--- src/rtl/tea_pkg.sv ---
// Shared types, constants and the TEA mixing function for the TEA crypt engine.
package tea_pkg;

  typedef logic [31:0] tea_word_t;

  typedef enum logic [1:0] {
    IDLE = 2'd0,
    RUN  = 2'd1,
    DONE = 2'd2
  } tea_state_e;

  localparam tea_word_t TEA_DELTA = 32'h9E3779B9;

  function automatic tea_word_t tea_f(tea_word_t v, tea_word_t ka, tea_word_t kb, tea_word_t sum);
    return ((v << 4) + ka) ^ (v + sum) ^ ((v >> 5) + kb);
  endfunction

endpackage

--- src/rtl/tea_round.sv ---
// One combinational TEA cycle (two Feistel rounds). Decrypt path exists only
// when TEA_DECRYPT_EN is defined.
module tea_round import tea_pkg::*; #(
  parameter tea_word_t DELTA = TEA_DELTA
) (
  input  tea_word_t    i_v0,
  input  tea_word_t    i_v1,
  input  tea_word_t    i_sum,
  input  logic [127:0] i_key,
`ifdef TEA_DECRYPT_EN
  input  logic         i_mode,
`endif
  output tea_word_t    o_v0,
  output tea_word_t    o_v1,
  output tea_word_t    o_sum
);

  tea_word_t w_k0, w_k1, w_k2, w_k3;
  tea_word_t w_enc_sum, w_enc_v0, w_enc_v1;

  assign w_k0 = i_key[127:96];
  assign w_k1 = i_key[95:64];
  assign w_k2 = i_key[63:32];
  assign w_k3 = i_key[31:0];

  assign w_enc_sum = i_sum + DELTA;
  assign w_enc_v0  = i_v0 + tea_f(i_v1, w_k0, w_k1, w_enc_sum);
  assign w_enc_v1  = i_v1 + tea_f(w_enc_v0, w_k2, w_k3, w_enc_sum);

`ifdef TEA_DECRYPT_EN
  tea_word_t w_dec_v0, w_dec_v1, w_dec_sum;

  // Decrypt undoes the encrypt steps in reverse, using sum before decrementing.
  assign w_dec_v1  = i_v1 - tea_f(i_v0, w_k2, w_k3, i_sum);
  assign w_dec_v0  = i_v0 - tea_f(w_dec_v1, w_k0, w_k1, i_sum);
  assign w_dec_sum = i_sum - DELTA;

  assign o_v0  = i_mode ? w_dec_v0  : w_enc_v0;
  assign o_v1  = i_mode ? w_dec_v1  : w_enc_v1;
  assign o_sum = i_mode ? w_dec_sum : w_enc_sum;
`else
  assign o_v0  = w_enc_v0;
  assign o_v1  = w_enc_v1;
  assign o_sum = w_enc_sum;
`endif

endmodule

--- src/rtl/tea_crypt_engine.sv ---
// Iterative TEA engine: persistent key, UNROLL cycles per clock, held result with ack.
// Define TEA_DECRYPT_EN to add the i_mode port and the decrypt datapath.
module tea_crypt_engine import tea_pkg::*; #(
  parameter int unsigned NUM_CYCLES = 32,
  parameter int unsigned UNROLL     = 1,
  parameter tea_word_t   DELTA      = TEA_DELTA
) (
  input  logic         i_clk,
  input  logic         i_rst_n,
  input  logic         i_key_valid,
  input  logic [127:0] i_key,
  input  logic         i_ptxt_valid,
  output logic         o_in_ready,
  input  logic [63:0]  i_ptxt,
`ifdef TEA_DECRYPT_EN
  input  logic         i_mode,
`endif
  output logic [63:0]  o_ctxt,
  output logic         o_ctxt_ready,
  input  logic         i_ctxt_ack,
  output logic         o_busy
);

  tea_state_e   r_state, w_state_d;
  logic [127:0] r_key;
  logic         r_key_loaded;
  tea_word_t    r_v0, r_v1, r_sum;
  logic [31:0]  r_cnt;
  logic [63:0]  r_ctxt;
  logic         w_accept, w_last;

  tea_word_t w_v0  [UNROLL+1];
  tea_word_t w_v1  [UNROLL+1];
  tea_word_t w_sum [UNROLL+1];

`ifdef TEA_DECRYPT_EN
  localparam tea_word_t SumDec = DELTA * tea_word_t'(NUM_CYCLES);
  logic r_mode;
`endif

  assign w_v0[0]  = r_v0;
  assign w_v1[0]  = r_v1;
  assign w_sum[0] = r_sum;

  for (genvar g = 0; g < UNROLL; g++) begin : g_round
    tea_round #(
      .DELTA (DELTA)
    ) u_round (
      .i_v0  (w_v0[g]),
      .i_v1  (w_v1[g]),
      .i_sum (w_sum[g]),
      .i_key (r_key),
`ifdef TEA_DECRYPT_EN
      .i_mode(r_mode),
`endif
      .o_v0  (w_v0[g+1]),
      .o_v1  (w_v1[g+1]),
      .o_sum (w_sum[g+1])
    );
  end

  always_comb begin
    o_in_ready   = (r_state == IDLE) && (r_key_loaded || i_key_valid);
    o_ctxt_ready = (r_state == DONE);
    o_busy       = (r_state != IDLE);
    o_ctxt       = r_ctxt;
    w_accept     = o_in_ready && i_ptxt_valid;
    w_last       = (r_state == RUN) && ((r_cnt + UNROLL) == NUM_CYCLES);
  end

  always_comb begin
    w_state_d = r_state;
    unique case (r_state)
      IDLE:    if (w_accept) w_state_d = RUN;
      RUN:     if (w_last) w_state_d = DONE;
      DONE:    if (i_ctxt_ack) w_state_d = IDLE;
      default: w_state_d = IDLE;
    endcase
  end

  always_ff @(posedge i_clk) begin
    if (!i_rst_n) begin
      r_state      <= IDLE;
      r_key        <= '0;
      r_key_loaded <= 1'b0;
      r_v0         <= '0;
      r_v1         <= '0;
      r_sum        <= '0;
      r_cnt        <= '0;
      r_ctxt       <= '0;
`ifdef TEA_DECRYPT_EN
      r_mode       <= 1'b0;
`endif
    end else begin
      r_state <= w_state_d;
      if (r_state == IDLE && i_key_valid) begin
        r_key        <= i_key;
        r_key_loaded <= 1'b1;
      end
      if (w_accept) begin
        r_v0  <= i_ptxt[63:32];
        r_v1  <= i_ptxt[31:0];
        r_cnt <= '0;
`ifdef TEA_DECRYPT_EN
        r_mode <= i_mode;
        r_sum  <= i_mode ? SumDec : '0;
`else
        r_sum  <= '0;
`endif
      end else if (r_state == RUN) begin
        r_v0  <= w_v0[UNROLL];
        r_v1  <= w_v1[UNROLL];
        r_sum <= w_sum[UNROLL];
        r_cnt <= r_cnt + UNROLL;
        if (w_last) r_ctxt <= {w_v0[UNROLL], w_v1[UNROLL]};
      end
    end
  end

endmodule

--- config.mk ---
export PLATFORM = sky130hd
export DESIGN_NAME = tea_crypt_engine
export DESIGN_NICKNAME = d
export VERILOG_FILES = /design/src/rtl/tea_pkg.sv /design/src/rtl/tea_round.sv /design/src/rtl/tea_crypt_engine.sv
export SDC_FILE = /design/constraint.sdc
export NUM_CORES = 1
export LEC_CHECK = 0
export CELL_PAD_IN_SITES_DETAIL_PLACEMENT = 1
export CELL_PAD_IN_SITES_GLOBAL_PLACEMENT = 1
export CORE_MARGIN = 3
export CORE_UTILIZATION = 40
export DETAILED_ROUTE_END_ITERATION = 16
export GPL_ROUTABILITY_DRIVEN = 1
export PLACE_DENSITY = 0.83
export SYNTH_ARGS = -nofsm -noshare
export SYNTH_HDL_FRONTEND = slang
export SYNTH_SLANG_ARGS = --single-unit
--- constraint.sdc ---
create_clock -name i_clk -period 11.9 [get_ports i_clk]
set_input_delay 2.38 -clock i_clk [delete_from_list [all_inputs] [get_ports i_clk]]
set_output_delay 2.38 -clock i_clk [all_outputs]
set_load 0.01 [all_outputs]
==> report_table.html, run 1 <==
<table>
<tr><th>Metric</th><th>Value</th></tr>
<tr><th colspan="2">Min path</th></tr>
<tr><td>Cells on Worst Hold Path</td><td>2</td></tr>
<tr><td>Hold crit path type</td><td>reg -&gt; reg</td></tr>
<tr><th colspan="2">Timing</th></tr>
<tr><td>Fmax achieved</td><td>just over 90 MHz</td></tr>
<tr><td>Setup repair after global routing missed its margin</td><td>false</td></tr>
<tr><td>Fraction of the cycle the final worst path needs</td><td>0.916</td></tr>
<tr><td>Final hold vios</td><td>0</td></tr>
<tr><td>Crit path time final</td><td>around 11000 ps</td></tr>
<tr><td>Number of setup violations in the final report</td><td>0</td></tr>
<tr><td>Max-slew violation count</td><td>0</td></tr>
<tr><td>Slew of the pin with the lowest slew margin</td><td>982 ps</td></tr>
<tr><td>Hold WS</td><td>between 400 and 500 ps</td></tr>
<tr><td>Accumulated negative setup slack</td><td>0 ps</td></tr>
<tr><td>Worst slew slack as a fraction of its limit</td><td>0.346</td></tr>
<tr><td>Clock Skew</td><td>between 20 and 25 ps</td></tr>
<tr><th colspan="2">Floorplanning</th></tr>
<tr><td>Die Footprint</td><td>between 0.06 and 0.07 sq mm</td></tr>
<tr><td>Die width</td><td>256 microns</td></tr>
<tr><td>Starting utilization of the core area</td><td>0.409</td></tr>
<tr><td>Number of ports placed on the die boundary</td><td>approximately 260</td></tr>
<tr><td>Core region area</td><td>roughly 0.06 sq mm</td></tr>
<tr><td>Number of standard-cell rows in the floorplan</td><td>90</td></tr>
<tr><td>Die span in y</td><td>256 microns</td></tr>
<tr><th colspan="2">Place</th></tr>
<tr><td>Post-placement cell area</td><td>~0.028 sq mm</td></tr>
<tr><td>Routability Congestion</td><td>between 0.9 and 1</td></tr>
<tr><td>I/O Buffers</td><td>roughly 260</td></tr>
<tr><td>DP Wirelength</td><td>about 70000 microns</td></tr>
<tr><th colspan="2">Clock network</th></tr>
<tr><td>Post-cts sizing count</td><td>0</td></tr>
<tr><td>Clock latency at the later pin of the worst-skew pair</td><td>~580 ps</td></tr>
<tr><td>Number of buffers created by CTS</td><td>40</td></tr>
<tr><td>Number of H-tree branching levels</td><td>2</td></tr>
<tr><td>CTS tree</td><td>done</td></tr>
<tr><td>Clock sink total</td><td>between 300 and 400</td></tr>
<tr><td>Clock Tree Buf Depth</td><td>3</td></tr>
<tr><td>Post-CTS Setup Bufs</td><td>0</td></tr>
<tr><td>Hold bufs inserted after CTS</td><td>0</td></tr>
<tr><td>Clock-pin slew of the registers on the worst-case setup and hold paths</td><td>60 ps</td></tr>
<tr><td>Clk Tree Root Cell</td><td>sky130_fd_sc_hd__clkbuf_16</td></tr>
<tr><th colspan="2">Setup path</th></tr>
<tr><td>Worst Setup Path Type</td><td>reg -&gt; reg</td></tr>
<tr><td>Arrival time at the worst endpoint</td><td>roughly 11000 ps</td></tr>
<tr><td>Sum of buffers and inverters on the critical path</td><td>0</td></tr>
<tr><td>Length in cells of the worst reg-to-reg path</td><td>36</td></tr>
<tr><td>Library cell appearing most often on the critical path</td><td>sky130_fd_sc_hd__xnor2_1</td></tr>
<tr><td>Worst path depth</td><td>36</td></tr>
<tr><td>Delay-heaviest family, CP</td><td>compound AO/OA/AOI/OAI gates</td></tr>
<tr><td>Worst Path Max Fanout</td><td>5</td></tr>
<tr><td>Setup crit end kind</td><td>flop</td></tr>
<tr><td>Highest cell delay on the worst timing path</td><td>roughly 650 ps</td></tr>
<tr><td>Worst path required time</td><td>around 12000 ps</td></tr>
<tr><td>CP max-delay cell</td><td>sky130_fd_sc_hd__a211oi_1</td></tr>
<tr><td>Kind of launch point of the worst setup path</td><td>flop</td></tr>
<tr><th colspan="2">Logic synthesis</th></tr>
<tr><td>Total of warnings raised by yosys</td><td>0</td></tr>
<tr><td>Fraction of post-synthesis cell area in the top cell type by area</td><td>0.259</td></tr>
<tr><td>Sequential share of the synthesized area</td><td>0.259</td></tr>
<tr><td>Ys flop type</td><td>sky130_fd_sc_hd__dfxtp_1</td></tr>
<tr><td>Post-synthesis net count</td><td>between 3000 and 4000</td></tr>
<tr><td>Gate Count Post-Synth</td><td>around 3100</td></tr>
<tr><td>Post-synthesis instance area</td><td>roughly 0.025 sq mm</td></tr>
<tr><td>Top cell type by total area after synthesis</td><td>sky130_fd_sc_hd__dfxtp_1</td></tr>
<tr><td>Async S/R FF share, synth</td><td>0</td></tr>
<tr><td>Post-Syn Area per Cell</td><td>between 7 and 8 sq um</td></tr>
<tr><td>Area contributors post-synth</td><td>sky130_fd_sc_hd__dfxtp_1, sky130_fd_sc_hd__ha_1, sky130_fd_sc_hd__xnor2_1</td></tr>
<tr><td>Count of distinct cell types in the synthesized netlist</td><td>between 80 and 90</td></tr>
<tr><td>Number of enable flip-flop cells after synthesis</td><td>0</td></tr>
<tr><td>Yosys reg bits</td><td>roughly 320</td></tr>
<tr><th colspan="2">Route</th></tr>
<tr><td>Remaining antenna violation count after routing</td><td>0</td></tr>
<tr><td>Wirelength, routed</td><td>between 90000 and 100000 microns</td></tr>
<tr><td>Iter 0 DRT Violations</td><td>roughly 1400</td></tr>
<tr><td>Avg WL per Cell</td><td>around 22 microns</td></tr>
<tr><td>First-pass detailed-route iteration total</td><td>5</td></tr>
<tr><td>Detailed-route DRC error count</td><td>0</td></tr>
<tr><td>Via count normalized by instance count</td><td>about 5.7</td></tr>
<tr><td>Routed via count</td><td>between 20000 and 25000</td></tr>
<tr><th colspan="2">Cells and area</th></tr>
<tr><td>Layout cells sized above 1</td><td>0.0419</td></tr>
<tr><td>Fill cell total of the finished layout</td><td>~7400</td></tr>
<tr><td>Layout net count</td><td>roughly 3800</td></tr>
<tr><td>Share of the core filled with cells</td><td>0.488</td></tr>
<tr><td>Register Area</td><td>0.00647 sq mm</td></tr>
<tr><td>Footprint of the multi-input gates</td><td>approximately 0.018 sq mm</td></tr>
<tr><td>Layout Cell Area excl Fill</td><td>between 0.02 and 0.03 sq mm</td></tr>
<tr><td>Area growth from synthesis to final layout</td><td>19.1%</td></tr>
<tr><th colspan="2">Global route</th></tr>
<tr><td>Largest net degree at the start of global routing</td><td>between 90 and 100</td></tr>
<tr><td>Via count of the first global-routing pass</td><td>~24000</td></tr>
<tr><td>Grt ovf</td><td>0</td></tr>
<tr><td>Overall track demand over capacity in global routing</td><td>0.266</td></tr>
<tr><td>Initial antenna violation count</td><td>1</td></tr>
<tr><td>First-pass GRT wire length</td><td>around 140000 microns</td></tr>
<tr><th colspan="2">Run</th></tr>
<tr><td>Reported max-cap violation count</td><td>0</td></tr>
<tr><th colspan="2">Status</th></tr>
<tr><td>Status</td><td>finished clean</td></tr>
</table>
-- tightest hold or removal path: cells and delay by family (launching register included) --
kind / cells / cell delay (ps)
flip-flops: 1 / 310
AO/OA/AOI/OAI: 1 / 50
AND/OR/NAND/NOR: 1 / 50
-- metal layers --
metal	wire length [microns]	GRT usage
met5	0	0
met4	2300	0.0684
met3	6340	0.0535
met2	39600	0.424
met1	42200	0.367
-- Yosys cell counts, types with 7 or more instances --
master	n
sky130_fd_sc_hd__nand2_1	458
sky130_fd_sc_hd__and4_1	9
sky130_fd_sc_hd__a21oi_1	389
sky130_fd_sc_hd__a21boi_0	7
sky130_fd_sc_hd__a22oi_1	62
sky130_fd_sc_hd__nand4_1	28
sky130_fd_sc_hd__dfxtp_1	323
sky130_fd_sc_hd__buf_1	20
sky130_fd_sc_hd__o21ai_0	102
sky130_fd_sc_hd__xor2_1	117
sky130_fd_sc_hd__ha_1	254
sky130_fd_sc_hd__nor4_1	8
sky130_fd_sc_hd__o21bai_1	28
sky130_fd_sc_hd__fa_1	8
sky130_fd_sc_hd__or3_1	16
sky130_fd_sc_hd__o211ai_1	11
sky130_fd_sc_hd__a31oi_1	28
sky130_fd_sc_hd__nor2b_1	22
sky130_fd_sc_hd__buf_2	9
sky130_fd_sc_hd__a41oi_1	7
sky130_fd_sc_hd__a211oi_1	16
sky130_fd_sc_hd__o22ai_1	8
sky130_fd_sc_hd__xnor2_1	323
sky130_fd_sc_hd__inv_1	67
sky130_fd_sc_hd__o41ai_1	7
sky130_fd_sc_hd__o31ai_1	13
sky130_fd_sc_hd__and3_1	24
sky130_fd_sc_hd__a21o_1	122
sky130_fd_sc_hd__o21a_1	22
sky130_fd_sc_hd__nand3_1	60
sky130_fd_sc_hd__nor2_1	222
sky130_fd_sc_hd__mux2i_1	55
sky130_fd_sc_hd__and2_1	13
sky130_fd_sc_hd__nor3_1	36
sky130_fd_sc_hd__nand2b_1	32
sky130_fd_sc_hd__clkbuf_1	95
-- area by class of cell --
type / instances / share of cell area
multi-input combinational: 2614 / 0.597
clock buffer: 51 / 0.0381
clock inverter: 18 / 0.00782
tap: 828 / 0.0348
timing repair buffer: 292 / 0.0958
inverter: 67 / 0.00870
sequential: 323 / 0.217
antenna: 1 / 0.0000841
-- registers in the layout (all words and copies together) (netlist names) --
name	flops
r_sum	32
r_key	128
r_v1	32
o_ctxt	64
r_v0	32
r_state	2
r_cnt	32
r_key_loaded	1
-- path summary, 6_finish.rpt --
path,startpoint,endpoint,slack [ps]
worst max-delay path,r_sum[0]$_SDFFE_PP0P_,o_ctxt[31]$_SDFFE_PN0P_,1000
worst min-delay path,o_ctxt[42]$_SDFFE_PN0P_,o_ctxt[42]$_SDFFE_PN0P_,460
worst max register to register,r_sum[0]$_SDFFE_PP0P_,o_ctxt[31]$_SDFFE_PN0P_,1000
worst min register to register,o_ctxt[42]$_SDFFE_PN0P_,o_ctxt[42]$_SDFFE_PN0P_,460
-- through the flow --
step / setup slack [ps] / instances
2_1_floorplan: 3190 / 3135
3_3_place_gp: 1480 / 4124
3_5_place_dp: 1400 / 4124
4_1_cts: 1310 / 4193
5_1_grt: 225 / 4194
6_report: 1000 / 4194
-- cells in the final DEF (no fill, tap or decap), types with 6 or more instances in the layout --
cell and count:
sky130_fd_sc_hd__inv_1 66, sky130_fd_sc_hd__a22oi_1 62, sky130_fd_sc_hd__and3_1 24, sky130_fd_sc_hd__xor2_1 117, sky130_fd_sc_hd__o21ai_0 102, sky130_fd_sc_hd__clkdlybuf4s50_1 263
sky130_fd_sc_hd__nor4_1 8, sky130_fd_sc_hd__a41oi_1 7, sky130_fd_sc_hd__nand2b_1 31, sky130_fd_sc_hd__fa_1 8, sky130_fd_sc_hd__o21bai_1 28, sky130_fd_sc_hd__or2_2 6
sky130_fd_sc_hd__buf_4 29, sky130_fd_sc_hd__a31oi_1 28, sky130_fd_sc_hd__o41ai_1 7, sky130_fd_sc_hd__nor2b_1 21, sky130_fd_sc_hd__clkbuf_8 7, sky130_fd_sc_hd__nor2_1 221
sky130_fd_sc_hd__ha_1 254, sky130_fd_sc_hd__a21o_1 122, sky130_fd_sc_hd__nand3_1 60, sky130_fd_sc_hd__o31ai_1 13, sky130_fd_sc_hd__o22ai_1 8, sky130_fd_sc_hd__o211ai_1 11
sky130_fd_sc_hd__clkbuf_16 41, sky130_fd_sc_hd__nor3_1 36, sky130_fd_sc_hd__a211o_1 6, sky130_fd_sc_hd__a21oi_1 389, sky130_fd_sc_hd__dfxtp_1 323, sky130_fd_sc_hd__clkinv_2 8
sky130_fd_sc_hd__nand4_1 28, sky130_fd_sc_hd__o21a_1 22, sky130_fd_sc_hd__and2_1 11, sky130_fd_sc_hd__a211oi_1 15, sky130_fd_sc_hd__a21boi_0 7, sky130_fd_sc_hd__xnor2_1 323
sky130_fd_sc_hd__nand2_1 457, sky130_fd_sc_hd__mux2i_1 55, sky130_fd_sc_hd__and4_1 9, sky130_fd_sc_hd__or3_1 16
-- cells by family after synthesis --
group / after synthesis / synth area share
simple gates: 953 / 0.168
mux: 55 / 0.0220
buf+inv: 198 / 0.0314
flops: 323 / 0.259
fa+ha+maj: 262 / 0.134
xor+xnor: 444 / 0.157
compound gates: 900 / 0.229
Power of run 1 is left out: the tool's default activity adds up to more than one toggle a clock period on the data nets, which glitch-free logic cannot reach.
==> inputs of run 2 (changes only) <==
- CTS_CLUSTER_DIAMETER: not set -> 150
==> results of run 2 <==
Final layout, timing and power as in run 1 (identical DEF).
Power of run 2 is left out for the same reason.
==> inputs of run 3 (changes only) <==
- CTS_CLUSTER_SIZE: not set -> 25
- SKIP_CTS_REPAIR_TIMING: not set -> 1
- SLEW_MARGIN: not set -> 20
==> run 3 against run 2 <==
- maximum frequency barely moved
- critical path type unchanged
- via count fell by 1.6%
- die area did not move
- worst hold slack improved by 9.7 ps
- highest routed layer unchanged
- non-clock buffer count did not move
- worst setup slack got worse by 7.5 ps
- global-route usage fell by 0.69 points
==> report_table.html, run 3 (synthesis results as in run 1) <==
<table>
<tr><th>Metric</th><th>Value</th></tr>
<tr><th colspan="2">Status</th></tr>
<tr><td>Status</td><td>finished clean</td></tr>
<tr><th colspan="2">Timing</th></tr>
<tr><td>Final hold vios</td><td>0</td></tr>
<tr><td>Worst slew slack as a fraction of its limit</td><td>0.340</td></tr>
<tr><td>Crit path time final</td><td>around 11000 ps</td></tr>
<tr><td>Fraction of the cycle the final worst path needs</td><td>0.916</td></tr>
<tr><td>Max-slew violation count</td><td>0</td></tr>
<tr><td>Clock Skew</td><td>roughly 24 ps</td></tr>
<tr><td>Slew of the pin with the lowest slew margin</td><td>slightly below 1000 ps</td></tr>
<tr><td>Accumulated negative setup slack</td><td>0 ps</td></tr>
<tr><td>Fmax achieved</td><td>roughly 92 MHz</td></tr>
<tr><td>Number of setup violations in the final report</td><td>0</td></tr>
<tr><td>Setup repair after global routing missed its margin</td><td>false</td></tr>
<tr><th colspan="2">Route</th></tr>
<tr><td>Avg WL per Cell</td><td>21.3 microns</td></tr>
<tr><td>Detailed-route DRC error count</td><td>0</td></tr>
<tr><td>Via count normalized by instance count</td><td>roughly 5.7</td></tr>
<tr><td>First-pass detailed-route iteration total</td><td>7</td></tr>
<tr><td>Detail Route met2 WL</td><td>between 30000 and 40000 microns</td></tr>
<tr><td>Iter 0 DRT Violations</td><td>about 1400</td></tr>
<tr><td>Highest metal layer used by the detailed router</td><td>met4</td></tr>
<tr><td>Remaining antenna violation count after routing</td><td>0</td></tr>
<tr><td>Met3 wirelength from detailed routing</td><td>roughly 5800 microns</td></tr>
<tr><td>Routed via count</td><td>around 24000</td></tr>
<tr><td>Wirelength, routed</td><td>between 80000 and 90000 microns</td></tr>
<tr><td>Met1 Wirelength</td><td>between 40000 and 50000 microns</td></tr>
<tr><th colspan="2">Global route</th></tr>
<tr><td>Initial antenna violation count</td><td>1</td></tr>
<tr><td>Overall track demand over capacity in global routing</td><td>0.259</td></tr>
<tr><td>Largest net degree at the start of global routing</td><td>just over 90</td></tr>
<tr><td>Grt ovf</td><td>0</td></tr>
<tr><td>First-pass GRT wire length</td><td>roughly 140000 microns</td></tr>
<tr><td>Via count of the first global-routing pass</td><td>23600</td></tr>
<tr><th colspan="2">Setup path</th></tr>
<tr><td>Worst path required time</td><td>~12000 ps</td></tr>
<tr><td>Arrival time at the worst endpoint</td><td>11360 ps</td></tr>
<tr><td>Highest cell delay on the worst timing path</td><td>about 640 ps</td></tr>
<tr><td>Kind of launch point of the worst setup path</td><td>flop</td></tr>
<tr><td>Library cell appearing most often on the critical path</td><td>sky130_fd_sc_hd__xnor2_1</td></tr>
<tr><td>Setup crit end kind</td><td>flop</td></tr>
<tr><td>Worst Setup Path Type</td><td>reg -&gt; reg</td></tr>
<tr><td>CP max-delay cell</td><td>sky130_fd_sc_hd__o311ai_0</td></tr>
<tr><td>Worst Path Max Fanout</td><td>5</td></tr>
<tr><th colspan="2">Floorplanning</th></tr>
<tr><td>Number of standard-cell rows in the floorplan</td><td>90</td></tr>
<tr><td>Die Footprint</td><td>~0.065 sq mm</td></tr>
<tr><td>Number of ports placed on the die boundary</td><td>around 260</td></tr>
<tr><td>Die span in y</td><td>256 microns</td></tr>
<tr><td>Die width</td><td>between 200 and 300 microns</td></tr>
<tr><td>Starting utilization of the core area</td><td>0.409</td></tr>
<tr><td>Core region area</td><td>~0.06 sq mm</td></tr>
<tr><th colspan="2">Clock network</th></tr>
<tr><td>Clk Tree Root Cell</td><td>sky130_fd_sc_hd__clkbuf_16</td></tr>
<tr><td>Number of H-tree branching levels</td><td>1</td></tr>
<tr><td>Number of buffers created by CTS</td><td>16</td></tr>
<tr><td>Clock sink total</td><td>roughly 320</td></tr>
<tr><td>Clock latency at the later pin of the worst-skew pair</td><td>560 ps</td></tr>
<tr><td>Clock Tree Buf Depth</td><td>3</td></tr>
<tr><td>CTS tree</td><td>done</td></tr>
<tr><td>Clock-pin slew of the registers on the worst-case setup and hold paths</td><td>approximately 110 ps</td></tr>
<tr><th colspan="2">Cells and area</th></tr>
<tr><td>Flip-flop count of the largest register after layout</td><td>128</td></tr>
<tr><td>Leading cell type in the layout, fill and taps excluded</td><td>sky130_fd_sc_hd__nand2_1</td></tr>
<tr><td>Area growth from synthesis to final layout</td><td>15.4%</td></tr>
<tr><td>Layout net count</td><td>3773</td></tr>
<tr><td>Layout cells sized above 1</td><td>0.0281</td></tr>
<tr><td>Top register by number of flip-flops</td><td>r_key</td></tr>
<tr><td>Most frequent cells in the layout</td><td>sky130_fd_sc_hd__nand2_1, sky130_fd_sc_hd__a21oi_1, sky130_fd_sc_hd__xnor2_1, sky130_fd_sc_hd__dfxtp_1, sky130_fd_sc_hd__clkdlybuf4s50_1</td></tr>
<tr><th colspan="2">Place</th></tr>
<tr><td>DP Wirelength</td><td>about 70000 microns</td></tr>
<tr><td>I/O Buffers</td><td>263</td></tr>
<tr><td>Routability Congestion</td><td>0.961</td></tr>
<tr><th colspan="2">Run</th></tr>
<tr><td>Reported max-cap violation count</td><td>0</td></tr>
<tr><th colspan="2">Min path</th></tr>
<tr><td>Hold crit path type</td><td>reg -&gt; reg</td></tr>
</table>
==> run 3: cell count changes in the layout (fill, tap and decap cells not counted) <==
cell	previous run	this run
sky130_fd_sc_hd__clkbuf_16	41	17
sky130_fd_sc_hd__clkinv_2	8	0
sky130_fd_sc_hd__clkbuf_8	7	1
sky130_fd_sc_hd__bufinv_16	5	0
sky130_fd_sc_hd__clkbuf_1	3	0
sky130_fd_sc_hd__inv_6	3	0
sky130_fd_sc_hd__clkinv_4	1	0
sky130_fd_sc_hd__clkinvlp_4	1	0
==> run 3: critical path: cells and delay by family (launching register included) <==
family / cells / cell delay, ps
flip-flops: 1 / 470
AO/OA/AOI/OAI: 15 / 4310
XOR/XNOR: 10 / 2750
AND/OR/NAND/NOR: 6 / 1550
adder cells (fa/ha/maj): 5 / 1720
==> run 3: path summary, 6_finish.rpt <==
path | from | endpoint | slack, ps | depth (start not counted)
max | r_sum[0]$_SDFFE_PP0P_ | o_ctxt[31]$_SDFFE_PN0P_ | 1000 | 36
min | o_ctxt[42]$_SDFFE_PN0P_ | o_ctxt[42]$_SDFFE_PN0P_ | 460 | 2
max reg2reg | r_sum[0]$_SDFFE_PP0P_ | o_ctxt[31]$_SDFFE_PN0P_ | 1000 | 36
min reg2reg | o_ctxt[42]$_SDFFE_PN0P_ | o_ctxt[42]$_SDFFE_PN0P_ | 460 | 2
==> run 3: area by class of cell <==
type                    instances  area (sq um)
diodes                          1          2.50
clock buffers                  18           439
fillers                      7463         32200
inverters                      67           259
multi-input cells            2614         17800
flip-flops and latches        323          6470
well taps                     828          1040
repair buffers                292          2850
==> run 3: through the flow <==
| step | util | area [sq um] | hold slack, ps | instances | setup WS, ps |
|---|---|---|---|---|---|
| floorplan | - | 25000 | 441 | 3135 | 3190 |
| global placement | 0.465 | 28400 | 440 | 4124 | 1480 |
| detailed placement | 0.465 | 28400 | 452 | 4124 | 1400 |
| CTS | 0.472 | 28800 | 466 | 4142 | 1290 |
| global route | 0.472 | 28800 | 485 | 4143 | 293 |
| finish | 0.472 | 28800 | 465 | 4143 | 996 |
==> run 3: metal layers <==
| metal | track usage | vias to the layer above |
|---|---|---|
| li1 | - | 11400 |
| met1 | 0.368 | 11500 |
| met2 | 0.414 | 620 |
| met3 | 0.0397 | 96 |
| met4 | 0.0565 | 0 |
| met5 | 0 | - |
Power of run 3 is left out for the same reason.
